## src/rtl/shift_74hc165.sv

```systemverilog
// ---------------------------------------------------------------------------
// shift_74hc165
//
// Reader for one NXP 74HC165 parallel-in/serial-out shift register, or for a
// daisy chain of them.  A read request pulses PL low to capture the parallel
// inputs. The captured bits are then clocked out of Q7, MSB first, and the
// assembled word is presented on data_out with a one-cycle valid strobe.
// CP is derived from clk, with every IC-side phase lasting DIV clk cycles, so
// CP never runs faster than clk/2.
//
// Parameters:
//   WIDTH  bits per transaction (8 x number of chained ICs), >= 1
//   DIV    clk cycles per IC-side phase (PL low, CP low, CP high), >= 1
//
// Ports:
//   clk             main clock, rising edge
//   rst             asynchronous active-high reset
//   rd_en           read request, only honoured in IDLE
//   data_out        last completed word, bit WIDTH-1 shifted out first
//   valid           one-cycle pulse when data_out has just been updated
//   busy            high while a transaction is in progress
//   serial_in       Q7 of the last IC in the chain
//   load_n          PL, active-low parallel load
//   register_clock  CP, shift clock (CE is tied low on the board)
// ---------------------------------------------------------------------------
module shift_74hc165 #(
    parameter int WIDTH = 8,
    parameter int DIV   = 2
) (
    input  logic             clk,
    input  logic             rst,
    input  logic             rd_en,
    output logic [WIDTH-1:0] data_out,
    output logic             valid,
    output logic             busy,
    input  logic             serial_in,
    output logic             load_n,
    output logic             register_clock
);

    localparam int PW = (DIV > 1) ? $clog2(DIV) : 1;
    localparam int BW = $clog2(WIDTH + 1);

    typedef enum logic [2:0] {
        IDLE,
        LOAD,
        LOW,
        HIGH,
        DONE
    } state_t;

    state_t           state;
    state_t           next_state;
    logic [PW-1:0]    phase_cnt;
    logic [BW-1:0]    bit_cnt;
    logic [WIDTH-1:0] shift_reg;
    logic [WIDTH-1:0] shift_next;
    logic             phase_last;
    logic             last_bit;

    // State register.
    always_ff @(posedge clk or posedge rst) begin
        if (rst) begin
            state <= IDLE;
        end else begin
            state <= next_state;
        end
    end

    // Next-state logic. Every timed phase ends on the last of its DIV cycles.
    // The bit just being captured is the last one when WIDTH-1 bits are
    // already in, so a single-bit read goes straight from LOW to DONE.
    always_comb begin
        next_state = state;
        phase_last = (phase_cnt == PW'(DIV - 1));
        last_bit   = (bit_cnt == BW'(WIDTH - 1));
        // The cast keeps the low WIDTH bits, which also covers WIDTH=1.
        shift_next = WIDTH'({shift_reg, serial_in});

        case (state)
            IDLE: begin
                if (rd_en) begin
                    next_state = LOAD;
                end
            end
            LOAD: begin
                if (phase_last) begin
                    next_state = LOW;
                end
            end
            LOW: begin
                if (phase_last) begin
                    next_state = last_bit ? DONE : HIGH;
                end
            end
            HIGH: begin
                if (phase_last) begin
                    next_state = LOW;
                end
            end
            DONE: begin
                next_state = IDLE;
            end
            default: begin
                next_state = IDLE;
            end
        endcase
    end

    // Phase timing, bit counting and the capture shift register.
    // serial_in is sampled only on the last cycle of a LOW phase, which is
    // the latest point before CP rises and moves the IC on to its next bit.
    // The finished word goes to data_out on that same edge, so that it is
    // already stable in the DONE cycle while valid is high.
    always_ff @(posedge clk or posedge rst) begin
        if (rst) begin
            phase_cnt <= '0;
            bit_cnt   <= '0;
            shift_reg <= '0;
            data_out  <= '0;
        end else begin
            if ((state == LOAD || state == LOW || state == HIGH) && !phase_last) begin
                phase_cnt <= phase_cnt + PW'(1);
            end else begin
                phase_cnt <= '0;
            end

            if (state == IDLE && rd_en) begin
                bit_cnt <= '0;
            end else if (state == LOW && phase_last) begin
                bit_cnt <= bit_cnt + BW'(1);
            end

            if (state == LOW && phase_last) begin
                shift_reg <= shift_next;
                if (last_bit) begin
                    data_out <= shift_next;
                end
            end
        end
    end

    // Outputs are decoded from the next state and registered, so each output
    // reflects the state the block is in during that cycle without any
    // combinational path from an input.
    always_ff @(posedge clk or posedge rst) begin
        if (rst) begin
            load_n         <= 1'b1;
            register_clock <= 1'b0;
            busy           <= 1'b0;
            valid          <= 1'b0;
        end else begin
            load_n         <= (next_state != LOAD);
            register_clock <= (next_state == HIGH);
            busy           <= (next_state != IDLE);
            valid          <= (next_state == DONE);
        end
    end

endmodule

```

## config.mk

```make
export PLATFORM = sky130hd
export DESIGN_NAME = shift_74hc165
export DESIGN_NICKNAME = d
export VERILOG_FILES = /design/src/rtl/shift_74hc165.sv
export SDC_FILE = /design/constraint.sdc
export NUM_CORES = 1
export LEC_CHECK = 0
export ABC_AREA = 1
export ABC_CLOCK_PERIOD_IN_PS = 1100
export BUFFER_PORTS_ARGS = -buffer_cell sky130_fd_sc_hd__buf_2
export CORE_AREA = 2 2 52 54
export DETAILED_ROUTE_END_ITERATION = 8
export DIE_AREA = 0 0 54 56
export PLACE_DENSITY = 0.68
export SYNTH_ARGS = -nofsm -noshare
export SYNTH_HDL_FRONTEND = slang
export SYNTH_SLANG_ARGS = --single-unit
export TNS_END_PERCENT = 20
```

## constraint.sdc

```tcl
create_clock -name clk -period 1.1 [get_ports clk]
set_input_delay 0.11 -clock clk [delete_from_list [all_inputs] [get_ports clk]]
set_output_delay 0.11 -clock clk [all_outputs]
set_load 0.01 [all_outputs]
```

### Yosys cells after proc, flatten, opt, wreduce, memory -nomap -nowiden

Cells that the tools add are included.

* register bits: 27

* add/subtract/negate cells: 2
* equality and inequality tests: 7
* multiplexer cells: 8
* reductions and logical operators: 11

Operators with widths (count)
* 3-bit 2-to-1 mux: 4
* 3-bit by 2-bit equality test with 1-bit output (second input constant): 3
* 3-bit one-hot mux with 3 select lines: 1
* 4-bit 2-to-1 mux: 2
* 4-bit by 1-bit adder with 4-bit output (second input constant): 1
* 4-bit by 3-bit equality test with 1-bit output (second input constant): 1
* 3-bit by 1-bit equality test with 1-bit output (second input constant): 1
* 3-bit equality test (second input constant): 1
* 1-bit logical AND: 3
* 3-bit zero test: 1
* 3-bit by 1-bit inequality test with 1-bit output (second input constant): 1
* 3-bit nonzero test: 1
* 1-bit logical OR: 2
* 2-bit AND reduction: 1
* 2-bit nonzero test: 1
* 2-bit OR reduction: 1
* 1-bit adder (second input constant): 1
* 1-bit zero test: 1
* 1-bit 2-to-1 mux: 1

### Longest topological paths before layout

* depth in word-level cells: 5
* mapped depth: 8
* mapped depth without buffers: 8

### Worst setup path before layout

OpenSTA, ideal clock, no wires.

* path type: register to register
* from: reg bit_cnt[0]
* to: reg busy
* arrival time: 1.078 ns
* data required time: 0.966 ns
* setup slack: -0.111 ns
* cell stages (with the launch flop): 7
* buffers on the path: 1
* period minus slack after synthesis: 1.211 ns
* path through: dfrtp_1 > ha_1 > nand2_1 > nor2_4 > nand2_4 > buf_6 > nand4_1

* word-level cells in the longest chain between the ends: 5

Ends and longest elaborated chain
* from (decl): line 55 `logic [BW-1:0] bit_cnt;`
* from (signal assigned): line 131 `bit_cnt <= bit_cnt + BW'(1);`
* 4-bit by 3-bit equality test with 1-bit output: line 76 `last_bit = (bit_cnt == BW'(WIDTH - 1));`
* 3-bit 2-to-1 mux: line 93 `next_state = last_bit ? DONE : HIGH;`
* 3-bit 2-to-1 mux: line 92 `if (phase_last) begin`
* 3-bit one-hot mux with 3 select lines: line 80 `case (state)`
* 3-bit nonzero test: line 155 `busy <= (next_state != IDLE);`
* to (signal assigned): line 155
* to (decl): line 35 `output logic busy,`

Every way passes these cells.
A chain may end at the register's enable or synchronous reset.

### Final worst setup path

* from: reg bit_cnt[0]
* to: reg register_clock

* word-level cells in the longest chain between the ends: 5

Ends and longest elaborated chain
* 4-bit by 3-bit equality test with 1-bit output: line 76
* 3-bit 2-to-1 mux: line 93
* 3-bit 2-to-1 mux: line 92
* 3-bit one-hot mux with 3 select lines: line 80
* via next_state[1]: line 53 `state_t next_state;`
* 3-bit by 2-bit equality test with 1-bit output: line 154 `register_clock <= (next_state == HIGH);`
* to (signal assigned): line 154
* to (decl): line 38 `output logic register_clock`

The timed path passes the listed nets, and every way through them passes these cells.

==> impl_metrics.env <==
export IMPL_ios=16
export IMPL_path_max_fanout=3
export IMPL_htreeDepth=1
export IMPL_slew_headroom_pct=71.4
export IMPL_critPathLaunchType="register"
export IMPL_power_frac_seq_pct=41.6
export IMPL_synth_edf_count=0
export IMPL_synthFlopType="dfrtp_1"
export IMPL_synth_distinct_cells=18
export IMPL_avgSynthCellArea_um2=9.41
export IMPL_fmax_ghz=0.807
export IMPL_final_instance_count_excl_fill=190
export IMPL_gp_congestion=0.908
export IMPL_cts_sinks=27
export IMPL_grt_setup_unrepaired="yes"
export IMPL_clk_pin_slew_ps=140
export IMPL_die_area_um2=3020
export IMPL_vias_per_cell=4.99
export IMPL_clock_path_buffers=2
export IMPL_worstPathArrival_ps=1470
export IMPL_grt_start_max_net_pins=19
export IMPL_power_internal_w=0.00214
export IMPL_min_from="serial_in"
export IMPL_final_setup_viol_count=24
export IMPL_grt_pass1_wl_um=3860
export IMPL_cts_tree="yes"
export IMPL_finalMaxSlewViolations=0
export IMPL_total_power_w=0.00356
export IMPL_largest_reg_flops=8
export IMPL_criticalPathCategory="reg -> reg"
export IMPL_path_cells="ha_4, nand2_4, nor2_4, nor2_2, nor2_2, inv_2, nand2_1, inv_1"
export IMPL_vias=948
export IMPL_synth_fp_nets=129
export IMPL_peakVddDrop_uv=1430
export IMPL_timing_final_ws_setup_ps=-139
export IMPL_post_route_drc_count=0
export IMPL_fp_dieW_um=54
export IMPL_hold_class="in -> reg"
export IMPL_period_share_pct=113
export IMPL_start_util_pct=48.0
export IMPL_fp_coreArea_um2=2430
export IMPL_p_leak_nw=0.833
export IMPL_switching_share_pct=40.0
export IMPL_violations="negative setup slack"
export IMPL_tightest_slew_ps=428
export IMPL_cp_top_family="simple AND/OR/NAND/NOR gates"
export IMPL_status="finished with violations"
export IMPL_fin_hold_ws_ps=30.1
export IMPL_timing_critical_path_from="bit_cnt[0]$_DFFE_PP0P_"
export IMPL_fp_row_count=18
export IMPL_synth_seq_cells=27
export IMPL_numCtsBuffers=3
export IMPL_critPathRequiredTime_ps=1330
export IMPL_hpwl_um=1490
export IMPL_drive_gt1_share_pct=46.9
export IMPL_max_cap_violations=0
export IMPL_first_iter_violations=22
export IMPL_cpMostUsedCell="nor2_2"
export IMPL_clk_latency_ps=320
export IMPL_portBuffers=15
export IMPL_cp_slowest_cell="dfrtp_1"
export IMPL_grt_pass1_vias=877
export IMPL_slowest_delay_ps=420
export IMPL_diodes=0
export IMPL_antenna_left=0
export IMPL_nFillCells=193
export IMPL_gr_usage_all_layers_pct=17.2
export IMPL_pwr_density_cell_nw_per_um2=2220
export IMPL_drt_pass1_iterations=4
export IMPL_wl_um=2450
export IMPL_syn_inst=124
export IMPL_path_buf_inv=2
export IMPL_async_flop_share_pct=100
export IMPL_final_hold_violation_count=0
export IMPL_pwr_share_comb_pct=46.6
export IMPL_r2r_start="bit_cnt[0]$_DFFE_PP0P_"
export IMPL_switching_power_w=0.00142
export IMPL_skew_ps=8.27
export IMPL_fin_crit_ps=1240
export IMPL_synth_cell_area_um2=1170
export IMPL_die_h_um=56
export IMPL_area_delta_synth_final_pct=37.5
export IMPL_antenna_found_initial=0
export IMPL_synth_warning_count=0
export IMPL_yosysSeqAreaShare_pct=58.0
export IMPL_end_kind="register"
export IMPL_routedWlPerCell_um=12.9
export IMPL_clockRootBuffer="clkbuf_4"
export IMPL_p_clk_share_pct=11.8
export IMPL_finalNetCount=166
export IMPL_grt_remaining_overflow=0
export IMPL_dp_cells=174
tightest hold or removal path: stages:
cell and delay, ps:
buf_2 110, nand2_4 50, o21ai_2 50
cells in the final DEF, fill, tap and decap left out, types with 2 or more instances in the layout:
cell,Yosys,layout
o21ai_0,10,2
dfrtp_1,26,26
buf_6,2,2
nand2_4,1,4
nor2_1,6,5
inv_2,4,5
buf_12,0,2
inv_1,16,15
nand2_2,0,5
buf_2,0,14
a21oi_1,3,3
o21ai_2,7,13
buf_4,0,13
nand2_8,0,2
nor2_4,3,3
nand3_1,6,4
nand2_1,33,24
nand3_2,1,2
o21ai_1,0,2
clkbuf_4,0,3
nor2_2,1,2
cell families (layout without fill, tap and decap cells):
| family | Yosys count | after routing | share of synthesized area, % |
|---|---|---|---|
| and+or+nand+nor | 54 | 55 | 21.8 |
| buffers and inverters | 22 | 57 | 8.36 |
| adders and majority gates | 1 | 1 | 1.07 |
| DFF | 27 | 27 | 58.0 |
| AOI/OAI and AO/OA | 20 | 20 | 10.8 |
synth_stat cells, types with 2 or more instances:
library cell	instances	area (um2)
a21oi_1	3	15.0
buf_6	2	22.5
inv_2	4	15.0
nand3_1	6	30.0
nor2_4	3	33.8
o21ai_0	10	50.1
inv_1	16	60.1
dfrtp_1	26	651
nor3_1	2	10.0
o21ai_2	7	61.3
nand2_1	33	124
nor2_1	6	22.5
worst paths after layout:
| kind | cells past startpoint | slack (ps) | to |
|---|---|---|---|
| worst max-delay path | 8 | -140 | register_clock$_DFF_PP0_ |
| worst min-delay path | 3 | 30 | shift_reg[0]$_DFFE_PP0P_ |
| min in group asynchronous | 3 | 310 | bit_cnt[2]$_DFFE_PP0P_ |
| max in group asynchronous | 4 | 350 | shift_reg[0]$_DFFE_PP0P_ |
| worst min register to register | 2 | 490 | data_out[3]$_DFFE_PP0P_ |
| worst max register to register | 8 | -140 | register_clock$_DFF_PP0_ |
cell type report:
type                            count  area, um2  area share, %
Sequential cell                    27        677           42.2
Multi-Input combinational cell     76        524           32.7
Timing Repair Buffer               33        265           16.5
Inverter                           20       75.1           4.68
Tap cell                           30       37.5           2.34
Clock buffer                        4       26.3           1.64
metrics by stage:
| stage | setup TNS (ps) | instance area [um2] | setup WS, ps | utilization (%) |
|---|---|---|---|---|
| 2_1_floorplan | -86.0 | 1170 | -15.3 | - |
| 3_3_place_gp | -769 | 1340 | -70.7 | 55.2 |
| 3_5_place_dp | -1320 | 1340 | -107 | 55.2 |
| 4_1_cts | -1610 | 1450 | -96.5 | 59.6 |
| 5_1_grt | -4120 | 1610 | -221 | 66.0 |
| 6_report | -2340 | 1610 | -139 | 66.0 |
power groups by stage:
| stage | sequential (W) | clock (W) | combinational, W |
|---|---|---|---|
| 2_1_floorplan | 0.00145 | 0 | 0.000771 |
| 3_5_place_dp | 0.00145 | 0 | 0.00114 |
| 4_1_cts | 0.00142 | 0.000433 | 0.00127 |
| 3_3_place_gp | 0.00143 | 0 | 0.00112 |
| 5_1_grt | 0.00151 | 0.000480 | 0.00184 |
| 6_report | 0.00148 | 0.000420 | 0.00166 |
layer usage:
metal / global-route usage [%] / part of all wire (%)
met5: 0 / 0
met4: 6.43 / 2.3
met3: 4.30 / 2.9
met2: 24.6 / 51
met1: 25.0 / 44
timing repair:
action	4_1_cts	5_1_grt
pin swaps	0	6
resized for setup	4	32
buffers inserted	5	4
endpoints found under the setup margin	25	27
gates cloned	1	1
endpoints found under the hold margin	8	0
hold buffers	1	0
Note: power is estimated with default switching activity, not from simulation.
